$ cat src/rtl/pll_lock_sequencer.sv
// PLL lock sequencer: synchronizes LOCK, waits for a stable period, then holds reset before RUN.
// Define PLL_LOCK_COUNTER_EN to enable the saturating lock-loss counter on lock_lost_count.
module pll_lock_sequencer #(
    parameter int unsigned SYNC_STAGES   = 2,
    parameter int unsigned STABLE_CYCLES = 1024,
    parameter int unsigned HOLD_CYCLES   = 16
) (
    input  logic       clock_in,
    input  logic       reset,
    input  logic       locked_in,
    input  logic       restart,
    output logic       rst_out,
    output logic       ready,
    output logic [1:0] state_out,
    output logic [7:0] lock_lost_count
);

    localparam int unsigned CntMax = (STABLE_CYCLES > HOLD_CYCLES) ? STABLE_CYCLES : HOLD_CYCLES;
    localparam int unsigned CntW   = $clog2(CntMax + 1);

    localparam logic [CntW-1:0] StableLast = CntW'(STABLE_CYCLES - 1);
    localparam logic [CntW-1:0] HoldLast   = CntW'(HOLD_CYCLES - 1);

    typedef enum logic [1:0] {
        StWaitLock = 2'd0,
        StStable   = 2'd1,
        StHold     = 2'd2,
        StRun      = 2'd3
    } state_e;

    state_e                 state_q, state_d;
    logic [CntW-1:0]        cnt_q, cnt_d;
    logic [SYNC_STAGES-1:0] sync_q, sync_d;
    logic                   lock_sync;
    logic                   abort;

    assign lock_sync = sync_q[SYNC_STAGES-1];

    // Lock loss and restart share one path back to WAIT_LOCK and beat any count completion.
    assign abort = restart || ((state_q != StWaitLock) && !lock_sync);

    always_comb begin
        sync_d  = {sync_q[SYNC_STAGES-2:0], locked_in};
        state_d = state_q;
        cnt_d   = cnt_q;
        if (abort) begin
            state_d = StWaitLock;
            cnt_d   = '0;
        end else begin
            unique case (state_q)
                StWaitLock: begin
                    cnt_d = '0;
                    if (lock_sync) begin
                        state_d = StStable;
                    end
                end
                StStable: begin
                    if (cnt_q == StableLast) begin
                        state_d = StHold;
                        cnt_d   = '0;
                    end else begin
                        cnt_d = cnt_q + 1'b1;
                    end
                end
                StHold: begin
                    if (cnt_q == HoldLast) begin
                        state_d = StRun;
                        cnt_d   = '0;
                    end else begin
                        cnt_d = cnt_q + 1'b1;
                    end
                end
                StRun: begin
                    cnt_d = '0;
                end
            endcase
        end
    end

    always_ff @(posedge clock_in or posedge reset) begin
        if (reset) begin
            sync_q  <= '0;
            state_q <= StWaitLock;
            cnt_q   <= '0;
        end else begin
            sync_q  <= sync_d;
            state_q <= state_d;
            cnt_q   <= cnt_d;
        end
    end

    assign rst_out   = (state_q != StRun);
    assign ready     = (state_q == StRun);
    assign state_out = state_q;

`ifdef PLL_LOCK_COUNTER_EN
    logic [7:0] lost_q, lost_d;

    // Only a genuine lock drop out of RUN counts; a bare restart does not.
    always_comb begin
        lost_d = lost_q;
        if ((state_q == StRun) && !lock_sync && (lost_q != 8'hFF)) begin
            lost_d = lost_q + 8'd1;
        end
    end

    always_ff @(posedge clock_in or posedge reset) begin
        if (reset) begin
            lost_q <= '0;
        end else begin
            lost_q <= lost_d;
        end
    end

    assign lock_lost_count = lost_q;
`else
    assign lock_lost_count = '0;
`endif

endmodule
$ cat config.mk
export PLATFORM = sky130hd
export DESIGN_NAME = pll_lock_sequencer
export DESIGN_NICKNAME = d
export VERILOG_FILES = /design/src/rtl/pll_lock_sequencer.sv
export SDC_FILE = /design/constraint.sdc
export NUM_CORES = 1
export LEC_CHECK = 0
export ABC_AREA = 1
export CAP_MARGIN = 10
export CELL_PAD_IN_SITES_DETAIL_PLACEMENT = 0
export CELL_PAD_IN_SITES_GLOBAL_PLACEMENT = 1
export CORE_ASPECT_RATIO = 0.9
export CORE_MARGIN = 4
export CORE_UTILIZATION = 40
export CTS_CLUSTER_SIZE = 14
export DETAILED_ROUTE_END_ITERATION = 8
export PLACE_DENSITY = 0.83
export SKIP_LAST_GASP = 1
export SLEW_MARGIN = 20
export SYNTH_ARGS = -nofsm -noshare
export SYNTH_HDL_FRONTEND = slang
export SYNTH_SLANG_ARGS = --single-unit
$ cat constraint.sdc
create_clock -name clock_in -period 3.7 [get_ports clock_in]
set_input_delay 0.74 -clock clock_in [delete_from_list [all_inputs] [get_ports clock_in]]
set_output_delay 0.74 -clock clock_in [all_outputs]
set_load 0.02 [all_outputs]
Word level (Yosys, flattened, before mapping)
Cells that the tools add are included.
- $add $sub $neg: 1
- equal/unequal tests: 9
- muxes and demuxes: 9
- reductions and logical operators: 8
- operator list (operator ; count):
    two-way mux 11 bit ; 3
    case mux 11 bit (3 select lines) ; 1
    adder 11 x 1 -> 11 bit (second input constant) ; 1
    == test 11 x 10 -> 1 bit (second input constant) ; 1
    == test 11 x 4 -> 1 bit (second input constant) ; 1
    inequality test 3 bit (second input constant) ; 3
    two-way mux 2 bit ; 4
    case mux 2 bit (3 select lines) ; 1
    == test 2 bit (second input constant) ; 2
    AND reduction 4 bit ; 1
    nonzero test 4 bit ; 1
    == test 2 x 1 -> 1 bit (second input constant) ; 1
    zero test 2 bit ; 1
    inequality test 2 bit (second input constant) ; 1
    nonzero test 2 bit ; 1
    OR reduction 2 bit ; 1
    logical AND 1 bit ; 1
    zero test 1 bit ; 1
    logical OR 1 bit ; 1
- register bits after elaboration: 15
- bits of input ports: 4
- output and inout bits: 12
- word-level logic and storage cells: 30

Logic depth before layout (Yosys ltp)
- depth after elaboration: 5
- gate-level depth with buffers: 9
- depth with buffers taken out: 9

Worst setup path after synthesis
Ideal clock, no wire load.
- path kind: register -> output
- from: register state_q[0], in the netlist state_out[0]
- to: output port rst_out
- arrival time: 0.969 ns
- data required time: 2.960 ns
- slack: 1.991 ns
- cell stages (with the launch flop): 3
- path buffers: 0
- path through: dfrtp_1 ha_1 inv_1
- cells in the longest elaborated chain, start to end: 1
- RTL lines (what ; line ; RTL):
    start: declaration ; 31 ; state_e state_q, state_d;
    start signal: assignment ; 83 ; state_q <= StWaitLock;
    start signal: assignment ; 87 ; state_q <= state_d;
    inequality test 2 bit ; 92 ; assign rst_out = (state_q != StRun);
    end: declaration ; 12 ; output logic rst_out,
No other way between the ends.

Worst setup path after layout
Same ends and word-level chain as after synthesis.

==> results.cfg <==
[synthesis]
postSynthCellCount = 110
post_synth_and_or_nand_nor_area_fraction_pct = 29.23
ys_seq_elements = 15
synth_compound_gate_area_share_pct = 1.399
post_synth.cell_area_avg_um2 = 8.133
ys.flop_type = dfrtp_1
post_synth_fa_ha_maj_area_fraction_pct = 6.993
yosysSeqAreaShare_pct = 41.96
top_cells_by_area_in_the_synthesized_netlist = dfrtp_1 (42%), nor2_1 (9.2%), nand2_1 (8.0%)
synth_commonest_cells = nor2_1 (22), nand2_1 (19), dfrtp_1 (15), inv_1 (13), buf_4 (8)
synthesis.area_um2 = 894.6
yosysWarnings = 0
synth-xor-area-share_pct = 7.832
cell_with_the_most_instances_after_synthesis = nor2_1
synthArstFlopShare_pct = 100.0
combinational_family_with_the_most_area_after_synthesis = simple AND/OR/NAND/NOR gates
ys_types = 18
synth_top_area_share_pct = 41.96
share_of_synthesized_area_spent_on_multiplexers_pct = 0
synth_top_area_cell = dfrtp_1
synth_enable_flop_cells = 0

[power_and_ir_drop]
report.power.total_uw = 450.6
total_leakage_power_uw = 0.0004454
power.share.sequential_pct = 43.0
p_per_area_mw_per_mm2 = 455.9
internal-power_uw = 281.4
comb_power_share_pct = 37.1
power_switching_uw = 169.2
switching_share_pct = 37.54
max_vdd_drop_mv = 0.2326
clock_power_share_pct = 19.9

[detailed_routing]
num_vias = 658
drt-vias-per-instance = 4.538
first_iter_violations = 5
postRouteWirelength_um = 1459
detailedRoute.firstPassIterationCount = 4
antenna_left = 0
drc = 0
wl_per_cell_um = 10.06

[setup_path]
wp_data_arrival_ns = 1.58
worstPathCellList = ha_1 -> inv_1 -> clkdlybuf4s50_1
worst-r2r-setup-slack_ns = 2.16
critical-path-slowest-cell = clkdlybuf4s50_1
critPathKind = register to primary output
worst_setup_path_start_kind = register
critical_path.max_stage_delay_ns = 0.59
r2r_cells = 6
startpoint = state_out[0]$_DFFE_PP0P_
reg2reg_to = cnt_q[8]$_DFF_PP0_
worstReg2RegStart = state_out[0]$_DFFE_PP0P_
critical_path.endpoint_type = primary output
cp.required_ns = 2.96
cp_max_fo = 5

[sta]
slew_viol_final = 0
setup-tns-final_ns = 0
worstMarginPinSlew_ns = 0.5725
maxSlewHeadroom_pct = 61.79
final-hold-violation-count = 0
setup_violations = 0
grt_setup_unrepaired = no
fmaxAchievable_mhz = 431.0
post_route_clock_period_utilization_pct = 62.71
fin_worst_skew_ns = 0.003646
timing.final.ws_setup_ns = 1.380
period_needed_ns = 2.320

[grt]
global_route.overflow_total = 0
grt_antenna_before_repair = 0
groute.usage.overall_pct = 11.22
pin_count_of_the_biggest_net_entering_global_routing = 16
grt_pass1_wl_um = 2532
vias_in_the_first_global_route = 596

[clock_tree]
post_cts.repair.setup_buffers = 0
tritoncts = yes
cts-buffers-inserted = 3
cts-root-to-sink-buffers = 2
cts_sinks = 15
cts_max_level = 1
cts-resized-gates = 0
cts.reportedPaths.clkPinSlew_ns = 0.09
clock_latency_ns = 0.27
ctsRootBufferMaster = clkbuf_4
holdBufCountCts = 0

[placement]
gpl.final_weighted_congestion = 0.7522
place_ws_ns = 1.674
hpwl_um = 1159
placed_cell_area_um2 = 962.2
count_of_buffers_from_port_buffering = 7
numPlacedInstances = 141

[flow_run]
drv_cap = 0

[cells_and_area]
layout-drive-gt1-share_pct = 8.333
finish.instance_area_um2 = 988.4
num_antenna_cells = 0
n_fill_cell = 216
instances_no_fill = 145
design.final.nets = 130
synth_to_layout_area_growth_pct = 10.49

[floorplanning]
floorplan.core_area_mm2 = 0.002027
die-area_mm2 = 0.003058
floorplan.rows = 15
start_util_pct = 44.14
die_width_um = 57.85
floorplan.die.height_um = 52.87
ios = 16

[worst_hold_path]
worstHoldPathType = register to register
holdPathStages = 0
timing.hold.worst.start = sync_q[0]$_DFF_PP0_
hold-path-endpoint = sync_q[1]$_DFF_PP0_

[run_status]
run_status = complete, no violations
## kinds of logic after synthesis
logic type	count (synthesis)
and+or+nand+nor	58
DFF	15
xor gates and xnor gates	8
other	1
AOI/OAI and AO/OA	2
buffers and inverters	21
adders and majority gates	5
## state kept, by name (all words and copies together), names as in the netlist
| register | count |
|---|---|
| cnt_q | 11 |
| state_out | 2 |
| sync_q | 2 |
## per-layer routing
metal,vias up,track usage [%],routed length [µm]
li1,336,-,-
met1,305,13.94,700
met2,15,18.23,657
met3,2,3.171,91
met4,0,4.633,10
met5,-,0,0
## layout by cell type, fill, tap and decap left out, drive strengths merged, types with 4 or more instances in the layout
cell type	n
conb	8
ha	5
clkbuf	4
nor2	27
dfrtp	15
inv	13
xor2	6
nand2	20
nand3	7
clkdlybuf4s50	7
## power by group through the flow
stage	clock [µW]	combinational [µW]	sequential (µW)
floorplan	0	115	205
global placement	0	167	196
detailed placement	0	168	197
CTS	93.1	169	194
global route	105	191	196
finish	89.6	167	194
## worst max-delay path, delay by kind of cell, from the launching register on
kind	cells	cell delay (ns)
buffers and inverters	2	0.64
DFF	1	0.44
adders and majority gates	1	0.23
## worst max-delay path by stage
stage	end	slack, ns	cells past startpoint
floorplan	rst_out	1.99	2
global placement	rst_out	1.71	3
detailed placement	rst_out	1.67	3
CTS	rst_out	1.37	3
global route	rst_out	1.31	3
finish	rst_out	1.38	3
## cell type report
cell class	count	area, µm²	share of cell area (%)
Clock buffer	4	26.28	2.658
Inverter	13	48.80	4.937
Multi-Input combinational cell	81	436.7	44.18
Sequential cell	15	375.4	37.97
Tap cell	25	31.28	3.165
Timing Repair Buffer	7	70.07	7.089
## per-stage QoR
step           hold slack, ns  util [%]
4_1_cts                0.3565     48.77
5_1_grt                0.3908     48.77
2_1_floorplan          0.3312         -
6_report               0.3559     48.77
3_5_place_dp           0.3371     47.47
3_3_place_gp           0.3342     47.47
Power figures use the tool's default switching activity.
